<file path="config.mk">
export PLATFORM = sky130hd
export DESIGN_NAME = component_sequencer_fsm_flat
export DESIGN_NICKNAME = d
export VERILOG_FILES = /design/src/rtl/component_sequencer_fsm_if.sv /design/src/rtl/component_sequencer_fsm.sv /design/src/flat_wrapper.sv
export SDC_FILE = /design/constraint.sdc
export NUM_CORES = 2
export LEC_CHECK = 0
export CAP_MARGIN = 30
export CORE_UTILIZATION = 30
export DETAILED_ROUTE_END_ITERATION = 12
export GPL_TIMING_DRIVEN = 1
export PLACE_DENSITY_LB_ADDON = 0.15
export SKIP_LAST_GASP = 1
export SYNTH_ARGS = -nofsm -noshare
export SYNTH_HDL_FRONTEND = slang
export SYNTH_SLANG_ARGS = --single-unit
</file>
<file path="constraint.sdc">
create_clock -name clock -period 11.6 [get_ports clock]
set_input_delay 3.48 -clock clock [delete_from_list [all_inputs] [get_ports clock]]
set_output_delay 3.48 -clock clock [all_outputs]
set_load 0.01 [all_outputs]
</file>
<file path="src/rtl/component_sequencer_fsm_if.sv">
// Slice-control to component-sequencer handshake and stage-window bus.
// master = slice control side, slave = the sequencer.
interface component_sequencer_fsm_if #(
    parameter int CNT_W = 32
);
    logic             start;
    logic [CNT_W-1:0] block_num;
    logic             stall;
    logic             abort;
    logic             busy;
    logic             done;
    logic             err;
    logic [CNT_W-1:0] sequence_counter;
    logic             dc_vlc_reset;
    logic             dc_vlc_output_enable;
    logic [CNT_W-1:0] dc_vlc_counter;
    logic             ac_vlc_reset;
    logic             ac_vlc_output_enable;
    logic             ac_vlc_output_flush;
    logic [CNT_W-1:0] ac_vlc_counter;

    modport master (
        output start, block_num, stall, abort,
        input  busy, done, err, sequence_counter,
        input  dc_vlc_reset, dc_vlc_output_enable, dc_vlc_counter,
        input  ac_vlc_reset, ac_vlc_output_enable, ac_vlc_output_flush, ac_vlc_counter
    );

    modport slave (
        input  start, block_num, stall, abort,
        output busy, done, err, sequence_counter,
        output dc_vlc_reset, dc_vlc_output_enable, dc_vlc_counter,
        output ac_vlc_reset, ac_vlc_output_enable, ac_vlc_output_flush, ac_vlc_counter
    );
endinterface

</file>
<file path="src/rtl/component_sequencer_fsm.sv">
// Start-triggered DC/AC VLC window sequencer; all outputs registered, valid alongside sequence_counter.
// stall freezes counter, state and outputs; abort cancels the job to IDLE on the next cycle.
module component_sequencer_fsm #(
    parameter int CNT_W      = 32,
    parameter int DCT_LAT    = 10,
    parameter int DC_VLC_LAT = 44,
    parameter int DC_SETUP   = 7,
    parameter int AC_SETUP   = 6,
    parameter int COEFS      = 63,
    parameter int MAX_BLOCKS = 256
) (
    input  logic                    clock,
    input  logic                    reset_n,
    component_sequencer_fsm_if.slave bus
);
    localparam int TW = CNT_W + 8;

    localparam logic [1:0] S_IDLE = 2'd0;
    localparam logic [1:0] S_RUN  = 2'd1;
    localparam logic [1:0] S_DONE = 2'd2;

    localparam logic [TW-1:0] K_ONE   = TW'(1);
    localparam logic [TW-1:0] K_TAIL  = TW'(8);
    localparam logic [TW-1:0] K_DCT   = TW'(DCT_LAT);
    localparam logic [TW-1:0] K_DCVLC = TW'(DC_VLC_LAT);
    localparam logic [TW-1:0] K_DCS   = TW'(DC_SETUP);
    localparam logic [TW-1:0] K_ACS   = TW'(AC_SETUP);
    localparam logic [TW-1:0] K_COEFS = TW'(COEFS);
    localparam logic [TW-1:0] K_MAXB  = TW'(MAX_BLOCKS);

    logic [1:0]       state_q, state_d;
    logic [CNT_W-1:0] cnt_q, cnt_d;
    logic [TW-1:0]    n_q, n_d, t0_q, t0_d, t1_q, t1_d, e_q, e_d;

    logic             busy_q, busy_d, done_q, done_d, err_q, err_d;
    logic             dc_rst_q, dc_rst_d, dc_oe_q, dc_oe_d;
    logic             ac_rst_q, ac_rst_d, ac_oe_q, ac_oe_d, flush_q, flush_d;
    logic [CNT_W-1:0] dc_cnt_q, dc_cnt_d, ac_cnt_q, ac_cnt_d;

    logic [TW-1:0]    n_in, cnt_x;
    logic [TW-1:0]    dc_rst_end, dc_oe_lo, dc_oe_end, ac_oe_lo, ac_oe_end;
    logic             act;

    // Thresholds are widened by 8 bits so large N cannot wrap the window bounds.
    always_comb begin
        state_d = state_q;
        cnt_d   = cnt_q;
        n_d     = n_q;
        t0_d    = t0_q;
        t1_d    = t1_q;
        e_d     = e_q;
        err_d   = 1'b0;
        done_d  = 1'b0;
        n_in    = TW'(bus.block_num);

        case (state_q)
            S_IDLE: begin
                if (bus.start && !bus.abort) begin
                    if (n_in != '0 && n_in <= K_MAXB) begin
                        state_d = S_RUN;
                        cnt_d   = '0;
                        n_d     = n_in;
                        t0_d    = K_DCT + n_in;
                        t1_d    = K_DCT + n_in + K_DCVLC;
                        e_d     = K_DCT + n_in + K_DCVLC + K_COEFS * n_in + K_TAIL;
                    end else begin
                        err_d = 1'b1;
                    end
                end
            end
            S_RUN: begin
                if (bus.abort) begin
                    state_d = S_IDLE;
                    cnt_d   = '0;
                end else if (!bus.stall) begin
                    if (TW'(cnt_q) == e_q - K_ONE) begin
                        state_d = S_DONE;
                        done_d  = 1'b1;
                    end
                    cnt_d = cnt_q + 1'b1;
                end
            end
            S_DONE: begin
                if (bus.abort || !bus.stall) begin
                    state_d = S_IDLE;
                    cnt_d   = '0;
                end
            end
            default: begin
                state_d = S_IDLE;
                cnt_d   = '0;
            end
        endcase
    end

    // Decode from the next count so the registered outputs line up with sequence_counter.
    always_comb begin
        cnt_x      = TW'(cnt_d);
        act        = (state_d != S_IDLE);
        dc_rst_end = t0_d + n_d + K_TAIL;
        dc_oe_lo   = t0_d + K_DCS;
        dc_oe_end  = t0_d + K_DCS + n_d;
        ac_oe_lo   = t1_d + K_ACS;
        ac_oe_end  = t1_d + K_ACS + K_COEFS * n_d;

        busy_d   = act;
        dc_rst_d = act && (cnt_x > t0_d) && (cnt_x < dc_rst_end);
        dc_oe_d  = act && (cnt_x >= dc_oe_lo) && (cnt_x < dc_oe_end);
        ac_rst_d = act && (cnt_x > t1_d) && (cnt_x < e_d);
        ac_oe_d  = act && (cnt_x >= ac_oe_lo) && (cnt_x < ac_oe_end);
        flush_d  = act && (cnt_x == ac_oe_end);
        dc_cnt_d = dc_rst_d ? CNT_W'(cnt_x - t0_d - K_ONE) : '0;
        ac_cnt_d = ac_rst_d ? CNT_W'(cnt_x - t1_d - K_ONE) : '0;
    end

    always_ff @(posedge clock or negedge reset_n) begin
        if (!reset_n) begin
            state_q  <= S_IDLE;
            cnt_q    <= '0;
            n_q      <= '0;
            t0_q     <= '0;
            t1_q     <= '0;
            e_q      <= '0;
            busy_q   <= 1'b0;
            done_q   <= 1'b0;
            err_q    <= 1'b0;
            dc_rst_q <= 1'b0;
            dc_oe_q  <= 1'b0;
            ac_rst_q <= 1'b0;
            ac_oe_q  <= 1'b0;
            flush_q  <= 1'b0;
            dc_cnt_q <= '0;
            ac_cnt_q <= '0;
        end else begin
            state_q  <= state_d;
            cnt_q    <= cnt_d;
            n_q      <= n_d;
            t0_q     <= t0_d;
            t1_q     <= t1_d;
            e_q      <= e_d;
            busy_q   <= busy_d;
            done_q   <= done_d;
            err_q    <= err_d;
            dc_rst_q <= dc_rst_d;
            dc_oe_q  <= dc_oe_d;
            ac_rst_q <= ac_rst_d;
            ac_oe_q  <= ac_oe_d;
            flush_q  <= flush_d;
            dc_cnt_q <= dc_cnt_d;
            ac_cnt_q <= ac_cnt_d;
        end
    end

    assign bus.busy                 = busy_q;
    assign bus.done                 = done_q;
    assign bus.err                  = err_q;
    assign bus.sequence_counter     = cnt_q;
    assign bus.dc_vlc_reset         = dc_rst_q;
    assign bus.dc_vlc_output_enable = dc_oe_q;
    assign bus.dc_vlc_counter       = dc_cnt_q;
    assign bus.ac_vlc_reset         = ac_rst_q;
    assign bus.ac_vlc_output_enable = ac_oe_q;
    assign bus.ac_vlc_output_flush  = flush_q;
    assign bus.ac_vlc_counter       = ac_cnt_q;
endmodule
</file>
<file path="src/flat_wrapper.sv">
// flat-port wrapper written by rule: the top's interface ports become plain ports
module component_sequencer_fsm_flat 
#(
    parameter int CNT_W      = 32,
    parameter int DCT_LAT    = 10,
    parameter int DC_VLC_LAT = 44,
    parameter int DC_SETUP   = 7,
    parameter int AC_SETUP   = 6,
    parameter int COEFS      = 63,
    parameter int MAX_BLOCKS = 256
)
  (clock, reset_n, bus_start, bus_block_num, bus_stall, bus_abort, bus_busy, bus_done, bus_err, bus_sequence_counter, bus_dc_vlc_reset, bus_dc_vlc_output_enable, bus_dc_vlc_counter, bus_ac_vlc_reset, bus_ac_vlc_output_enable, bus_ac_vlc_output_flush, bus_ac_vlc_counter);
  component_sequencer_fsm_if #(.CNT_W(CNT_W)) bus_i ();
  input  logic clock;
  input  logic reset_n;
  input wire logic [$bits(bus_i.start)-1:0] bus_start;
  input wire logic [$bits(bus_i.block_num)-1:0] bus_block_num;
  input wire logic [$bits(bus_i.stall)-1:0] bus_stall;
  input wire logic [$bits(bus_i.abort)-1:0] bus_abort;
  output wire logic [$bits(bus_i.busy)-1:0] bus_busy;
  output wire logic [$bits(bus_i.done)-1:0] bus_done;
  output wire logic [$bits(bus_i.err)-1:0] bus_err;
  output wire logic [$bits(bus_i.sequence_counter)-1:0] bus_sequence_counter;
  output wire logic [$bits(bus_i.dc_vlc_reset)-1:0] bus_dc_vlc_reset;
  output wire logic [$bits(bus_i.dc_vlc_output_enable)-1:0] bus_dc_vlc_output_enable;
  output wire logic [$bits(bus_i.dc_vlc_counter)-1:0] bus_dc_vlc_counter;
  output wire logic [$bits(bus_i.ac_vlc_reset)-1:0] bus_ac_vlc_reset;
  output wire logic [$bits(bus_i.ac_vlc_output_enable)-1:0] bus_ac_vlc_output_enable;
  output wire logic [$bits(bus_i.ac_vlc_output_flush)-1:0] bus_ac_vlc_output_flush;
  output wire logic [$bits(bus_i.ac_vlc_counter)-1:0] bus_ac_vlc_counter;
  assign bus_i.start = bus_start;
  assign bus_i.block_num = bus_block_num;
  assign bus_i.stall = bus_stall;
  assign bus_i.abort = bus_abort;
  assign bus_busy = bus_i.busy;
  assign bus_done = bus_i.done;
  assign bus_err = bus_i.err;
  assign bus_sequence_counter = bus_i.sequence_counter;
  assign bus_dc_vlc_reset = bus_i.dc_vlc_reset;
  assign bus_dc_vlc_output_enable = bus_i.dc_vlc_output_enable;
  assign bus_dc_vlc_counter = bus_i.dc_vlc_counter;
  assign bus_ac_vlc_reset = bus_i.ac_vlc_reset;
  assign bus_ac_vlc_output_enable = bus_i.ac_vlc_output_enable;
  assign bus_ac_vlc_output_flush = bus_i.ac_vlc_output_flush;
  assign bus_ac_vlc_counter = bus_i.ac_vlc_counter;
  component_sequencer_fsm #(.CNT_W(CNT_W), .DCT_LAT(DCT_LAT), .DC_VLC_LAT(DC_VLC_LAT), .DC_SETUP(DC_SETUP), .AC_SETUP(AC_SETUP), .COEFS(COEFS), .MAX_BLOCKS(MAX_BLOCKS)) u_core (.clock(clock), .reset_n(reset_n), .bus(bus_i));
endmodule
</file>
---- After elaboration in Yosys (flattened, before gate mapping) ----
Cells that the tools add are included.
storage, ports and cells
  bits of input ports ..................... 37
  logic and storage cells ................. 98
  register bits ........................... 266
  output and inout port bits .............. 104
cells by class
  reduce and logical (&&, ||, !) cells .... 17
  eq/ne operators ......................... 4
  add/sub/neg operators ................... 16
  order comparisons ....................... 9
  multiplexer cells ....................... 34
  multipliers ............................. 2
operators with widths
  cell                   count
  $mux 40                12
  $mux 32                7
  $lt 32x40->1           4
  $add 40x40->40         3
  $pmux 32 s3            1
  $add 40x3->40 const B  2
  $add 40x4->40 const B  2
  $eq 32x40->1           2
  $ge 32x40->1           2
  $gt 32x40->1           2
  $sub 32x1->32 const B  2
  $sub 32x32->32         2
  $add 40x38->40         1
  $add 40x6->40 const B  1
  $mul 6x40->40 const A  1
  $sub 40x1->40 const B  1
  $mul 6x32->38 const A  1
  $add 4x32->33 const A  1
  $add 32x1->32 const B  1
  $le 32x9->1 const B    1
  $reduce_bool 32->1     1
  $mux 2                 6
  $logic_and 1x1->1      11
  $mux 1                 7
  other kinds (7)        8

---- Logic depth before layout (Yosys ltp) ----
  word-level depth ........................ 10
  gate-level depth with buffers ........... 50
  mapped depth without buffers ............ 39

---- Worst setup path after synthesis ----
No wires, ideal clock.
  path type ............................... input -> register
  from .................................... input port bus_block_num[1]
  to ...................................... register u_core.ac_oe_q, in the netlist u_core.bus.ac_vlc_output_enable
  cell stages on the path ................. 45
  arrival time ............................ 13.355 ns
  buffers on the path ..................... 10
  setup time .............................. 0.068 ns
  required time ........................... 11.532 ns
  slack ................................... -1.823 ns
  cells stage by stage .................... buf_2 -> inv_1 -> ha_1 -> and4_1 -> a32o_1 -> nand3_1 -> clkbuf_1 -> buf_2 -> buf_2 -> clkbuf_1 -> clkbuf_1 -> clkbuf_1 -> clkbuf_1 -> buf_1 -> buf_2 -> mux2i_1 -> inv_1 -> fa_1 -> (+9 left out) -> or3_1 -> a211oi_1 -> or2_2 -> o21ai_0 -> a31o_2 -> a21o_1 -> a21oi_1 -> xnor2_1 -> ha_1 -> o21ai_0 -> nand2b_1 -> a21oi_1 -> nor2b_1 -> o21ai_0 -> nand2b_1 -> a2111oi_0 -> nand4b_1 -> and4b_1
between the ends
  longest elaborated chain between the ends .. 9
  elaborated cells on any way between the ends .. 25
  classes of those cells .................. add/sub (4); mul (1); order compare (3); mux (12); reduce/logical (5)
RTL lines
  item                                                      line                            source
  from (decl)                                               flat_wrapper.sv:17              input wire logic [$bits(bus_i.block_num)-1:0] bus_block_num;
  $le 32x9->1 / $reduce_bool 32->1 (equally long branches)  component_sequencer_fsm.sv:59   if (n_in != '0 && n_in <= K_MAXB) begin
  $logic_and 1x1->1 *                                       component_sequencer_fsm.sv:59
  $mux 40 *                                                 component_sequencer_fsm.sv:59
  $mux 40 *                                                 component_sequencer_fsm.sv:58   if (bus.start && !bus.abort) begin
  $mux 40 *                                                 component_sequencer_fsm.sv:56   case (state_q)
  via u_core.n_d[4]                                         component_sequencer_fsm.sv:33   logic [TW-1:0] n_q, n_d, t0_q, t0_d, t1_q, t1_d, e_q, e_d;
  $mul 6x40->40 *                                           component_sequencer_fsm.sv:104  ac_oe_end = t1_d + K_ACS + K_COEFS * n_d;
  $add 40x40->40 *                                          component_sequencer_fsm.sv:104
  $lt 32x40->1 *                                            component_sequencer_fsm.sv:110  ac_oe_d = act && (cnt_x >= ac_oe_lo) && (cnt_x < ac_oe_end);
  $logic_and 1x1->1 *                                       component_sequencer_fsm.sv:110
  via u_core.ac_oe_d                                        component_sequencer_fsm.sv:37   logic ac_rst_q, ac_rst_d, ac_oe_q, ac_oe_d, flush_q, flush_d;
  to (signal assigned)                                      component_sequencer_fsm.sv:147  ac_oe_q <= ac_oe_d;
  to (decl)                                                 component_sequencer_fsm.sv:37
Mark *: on every way through the listed nets, which the timed path passes. The rest lies on a longest branch.

---- Final worst setup path ----
  from .................................... input port bus_abort
  to ...................................... register u_core.ac_oe_q, in the netlist u_core.bus.ac_vlc_output_enable
between the ends
  longest elaborated chain between the ends .. 8
  elaborated cells on any way between the ends .. 23
  classes of those cells .................. add/sub (2); mul (1); order compare (2); mux (12); reduce/logical (6)
RTL lines
  item                line                            source
  from (decl)         flat_wrapper.sv:19              input wire logic [$bits(bus_i.abort)-1:0] bus_abort;
  $logic_not 1->1     component_sequencer_fsm.sv:58
  $logic_and 1x1->1   component_sequencer_fsm.sv:58
  $mux 40             component_sequencer_fsm.sv:58
  $mux 40             component_sequencer_fsm.sv:56
  via u_core.n_d[0]   component_sequencer_fsm.sv:33
  $mul 6x40->40       component_sequencer_fsm.sv:104
  $add 40x40->40      component_sequencer_fsm.sv:104
  $lt 32x40->1        component_sequencer_fsm.sv:110
  $logic_and 1x1->1   component_sequencer_fsm.sv:110
  via u_core.ac_oe_d  component_sequencer_fsm.sv:37
The timed path passes the listed nets, and every way through them passes these cells.

==> impl_metrics.yaml <==
run_status:
  status: "complete, no violations"
synth:
  synthCells: 4487
  synthAdderAreaFrac_pct: 31.80
  synth-xor-area-share_pct: 7.851
  syn-num-nets: 5348
  synth.mux.area_fraction_pct: 1.883
  ys_seq_area_share_pct: 17.15
  postSynthAreaPerCell_um2: 8.649
  synth_ff_type: "dfrtp_1"
  synth.distinct_cells: 107
  synthArstFlopShare_pct: 100.0
  synthSimpleGateAreaFrac_pct: 16.77
  ys_warn_count: 0
  netlist_area_um2: 38810
  ys_ff_latch: 266
  synth_top_family_by_area: "adder cells"
  synth_edf_count: 0
  synth_compound_area_share_pct: 18.04
setup_path:
  rr_worst_depth: 41
  worstPathArrival_ps: 11840
  rr_startpoint: "u_core.state_q[1]$_DFF_PN0_"
  cp_slowest_stage_delay_ps: 600
  r2r_slack_ps: 2860
  end_kind: "register"
  path_max_fanout: 7
  crit_path_end: "u_core.bus.ac_vlc_output_enable$_DFF_PN0_"
  crit_start: "bus_abort"
  cp_slowest_cell: "or4b_4"
  cpMostUsedCell: "buf_4"
  startpoint_type: "input pin"
  rr_endpoint: "u_core.bus.ac_vlc_output_enable$_DFF_PN0_"
  path_class: "in -> reg"
  crit_required_ps: 12150
layout:
  drive_above_1_share_pct: 26.64
  multi_input_comb_area_um2: 30650
  layout.nets: 6671
  fin_cells: 7575
  layout_commonest_cell: "buf_4"
  nFillCells: 13020
  syn_to_final_growth_pct: 38.76
  mostFrequentLayoutCells: "1183 x buf_4, 562 x inv_1, 529 x ha_1"
  seq_area_um2: 6656
routing:
  vias_per_cell: 4.907
  first_pass_iters: 7
  ant_nets: 0
  drt_first_iter_violations: 2237
  post_drt_wl_per_cell_um: 20.61
  vias: 37170
  drc: 0
  wirelength_mm: 156.2
global_route:
  grt_pass1_vias: 36560
  antenna_found_initial: 6
  grt_max_degree: 66
  grtUsageTotal_pct: 23.83
  grt_first_pass_wirelength_mm: 233.6
  grt-ovfl-total: 0
power:
  p_per_area_nw_per_um2: 98.46
  p_leak_nw: 28.43
  irDropWorstVdd_mv: 0.1762
sta:
  setup_slack_ps: 308.5
  period_minus_slack_ps: 11290
  tightest_slew_ps: 1034
  finalSetupViolations: 0
  maxSlewViolCount: 0
  clock_skew_ps: 23.62
  fin_crit_sh_pct: 97.34
  fin_tns_setup_ps: 0
  finalHoldViolCount: 0
  fmax_ghz: 0.08856
  relSlewSlack_pct: 30.57
clocking:
  clock_latency_ps: 630
  holdBufCountCts: 0
  cts_num_sinks: 266
  root_buffer: "clkbuf_16"
  clockBufferDepth: 3
  cts_tree: "built"
  cts-htree-levels: 2
  clk_pin_slew_ps: 50
  numCtsBuffers: 41
die:
  core_area_um2: 128000
  die_w_um: 361.7
  row_count: 131
  start_util_pct: 30.32
  die_y_um: 361.7
  ios: 141
  die_area_um2: 130800
placement:
  gp_congestion: 0.9398
  hpwl_mm: 132.2
  dp.cells: 7443
  dp_slack_ps: -1156
  port-buffer-count: 140
min_path:
  hold_class: "reg -> reg"
  whs_path_depth: 1
flow_run:
  maxCapViolations: 0
==> metrics by stage <==
step	util (%)	hold slack [ps]	total power, W	area [um2]
after floorplan	-	454.5	0.002668	39020
after global placement	39.90	504.0	0.003911	51070
after detailed placement	39.94	502.1	0.003888	51120
after CTS	41.29	522.7	0.005257	52850
after global routing	42.06	538.2	0.005729	53840
final	42.07	522.3	0.005302	53850
==> how the worst min path moves through the flow <==
| stage | startpoint | endpoint | slack, ps |
|---|---|---|---|
| final | u_core.t1_q[2]$_DFF_PN0_ | u_core.t1_q[2]$_DFF_PN0_ | 520 |
| after global placement | u_core.t1_q[2]$_DFF_PN0_ | u_core.t1_q[2]$_DFF_PN0_ | 500 |
| after floorplan | u_core.t1_q[17]$_DFF_PN0_ | u_core.t1_q[17]$_DFF_PN0_ | 450 |
| after detailed placement | u_core.t1_q[2]$_DFF_PN0_ | u_core.t1_q[2]$_DFF_PN0_ | 500 |
| after global routing | u_core.t1_q[2]$_DFF_PN0_ | u_core.t1_q[2]$_DFF_PN0_ | 540 |
| after CTS | u_core.t1_q[2]$_DFF_PN0_ | u_core.t1_q[2]$_DFF_PN0_ | 520 |
==> power breakdown <==
group	internal (W)	switching [W]	total [W]
combinational	0.00159	0.00152	0.00310
clock	0.000724	0.000542	0.00127
sequential	0.000929	0.00000249	0.000932
==> state kept, by name, summed over array words and instances, names as in the netlist, 2 cells and up <==
signal / count
u_core.n_q: 40
u_core.e_q: 40
u_core.t1_q: 40
u_core.t0_q: 40
u_core.bus.sequence_counter: 32
u_core.bus.dc_vlc_counter: 32
u_core.bus.ac_vlc_counter: 32
u_core.state_q: 2
==> worst max-delay path: cells and delay by family <==
family | cells | cell delay, ps
adder cells (fa/ha/maj) | 6 | 2490
AND/OR/NAND/NOR | 14 | 2470
AO/OA/AOI/OAI | 10 | 1690
buffers and inverters | 11 | 1570
XOR/XNOR | 1 | 120
==> synth_stat cells (all sizes together), types with 9 or more instances <==
cell	n	share of area, %
inv	581	5.6
ha	556	18
a21oi	295	3.8
nand2	280	2.7
fa	268	14
dfrtp	266	17
nor2	254	2.5
o21ai	222	2.9
xnor2	219	4.9
a21o	201	3.9
xor2	128	2.9
nand4	100	1.6
nor3	90	1.2
nand3	89	1.1
and2	77	1.2
mux2i	64	1.7
clkbuf	60	0.58
nor2b	59	0.95
and3	53	0.85
nand2b	53	0.85
a31oi	50	0.81
o21a	49	0.95
nor4	48	0.97
o21bai	33	0.64
or3	32	0.53
o31ai	30	0.63
buf	22	0.30
a211oi	21	0.43
or2	20	0.32
o211ai	18	0.36
a2111oi	16	0.43
a221oi	13	0.34
and4	13	0.29
nand3b	12	0.23
nor3b	12	0.23
or4	12	0.24
nand4b	11	0.25
o31a	11	0.25
a21boi	9	0.17
a41oi	9	0.20
and3b	9	0.20
o22ai	9	0.15
==> per-layer routing <==
layer	vias up	part of all wire, %	GRT usage [%]
li1	18360	-	-
met1	18010	46	32.46
met2	661	47	39.94
met3	136	3.6	1.932
met4	0	3.3	7.237
met5	-	0	0
==> kinds of logic after synthesis <==
kind of cell,after synthesis
compound gates,1072
xor+xnor,347
fa+ha+maj,826
buf+inv,663
flops,266
mux,72
simple gates,1241
==> final cells by class <==
cell class / count / area share, %
antenna: 5 / 0.02323
clock buffer: 54 / 2.145
clock inverter: 20 / 0.2928
inverter: 581 / 4.071
multi-input combinational: 3558 / 56.92
sequential: 266 / 12.36
tap: 1729 / 4.017
timing repair buffer: 1362 / 20.17
==> timing repair <==
action,4_1_cts,5_1_grt
gates cloned,2,0
pin swaps,21,85
endpoints found under the setup margin,68,69
resized for setup,74,225
buffers inserted,15,37
Note: power is estimated with default switching activity, not from simulation.
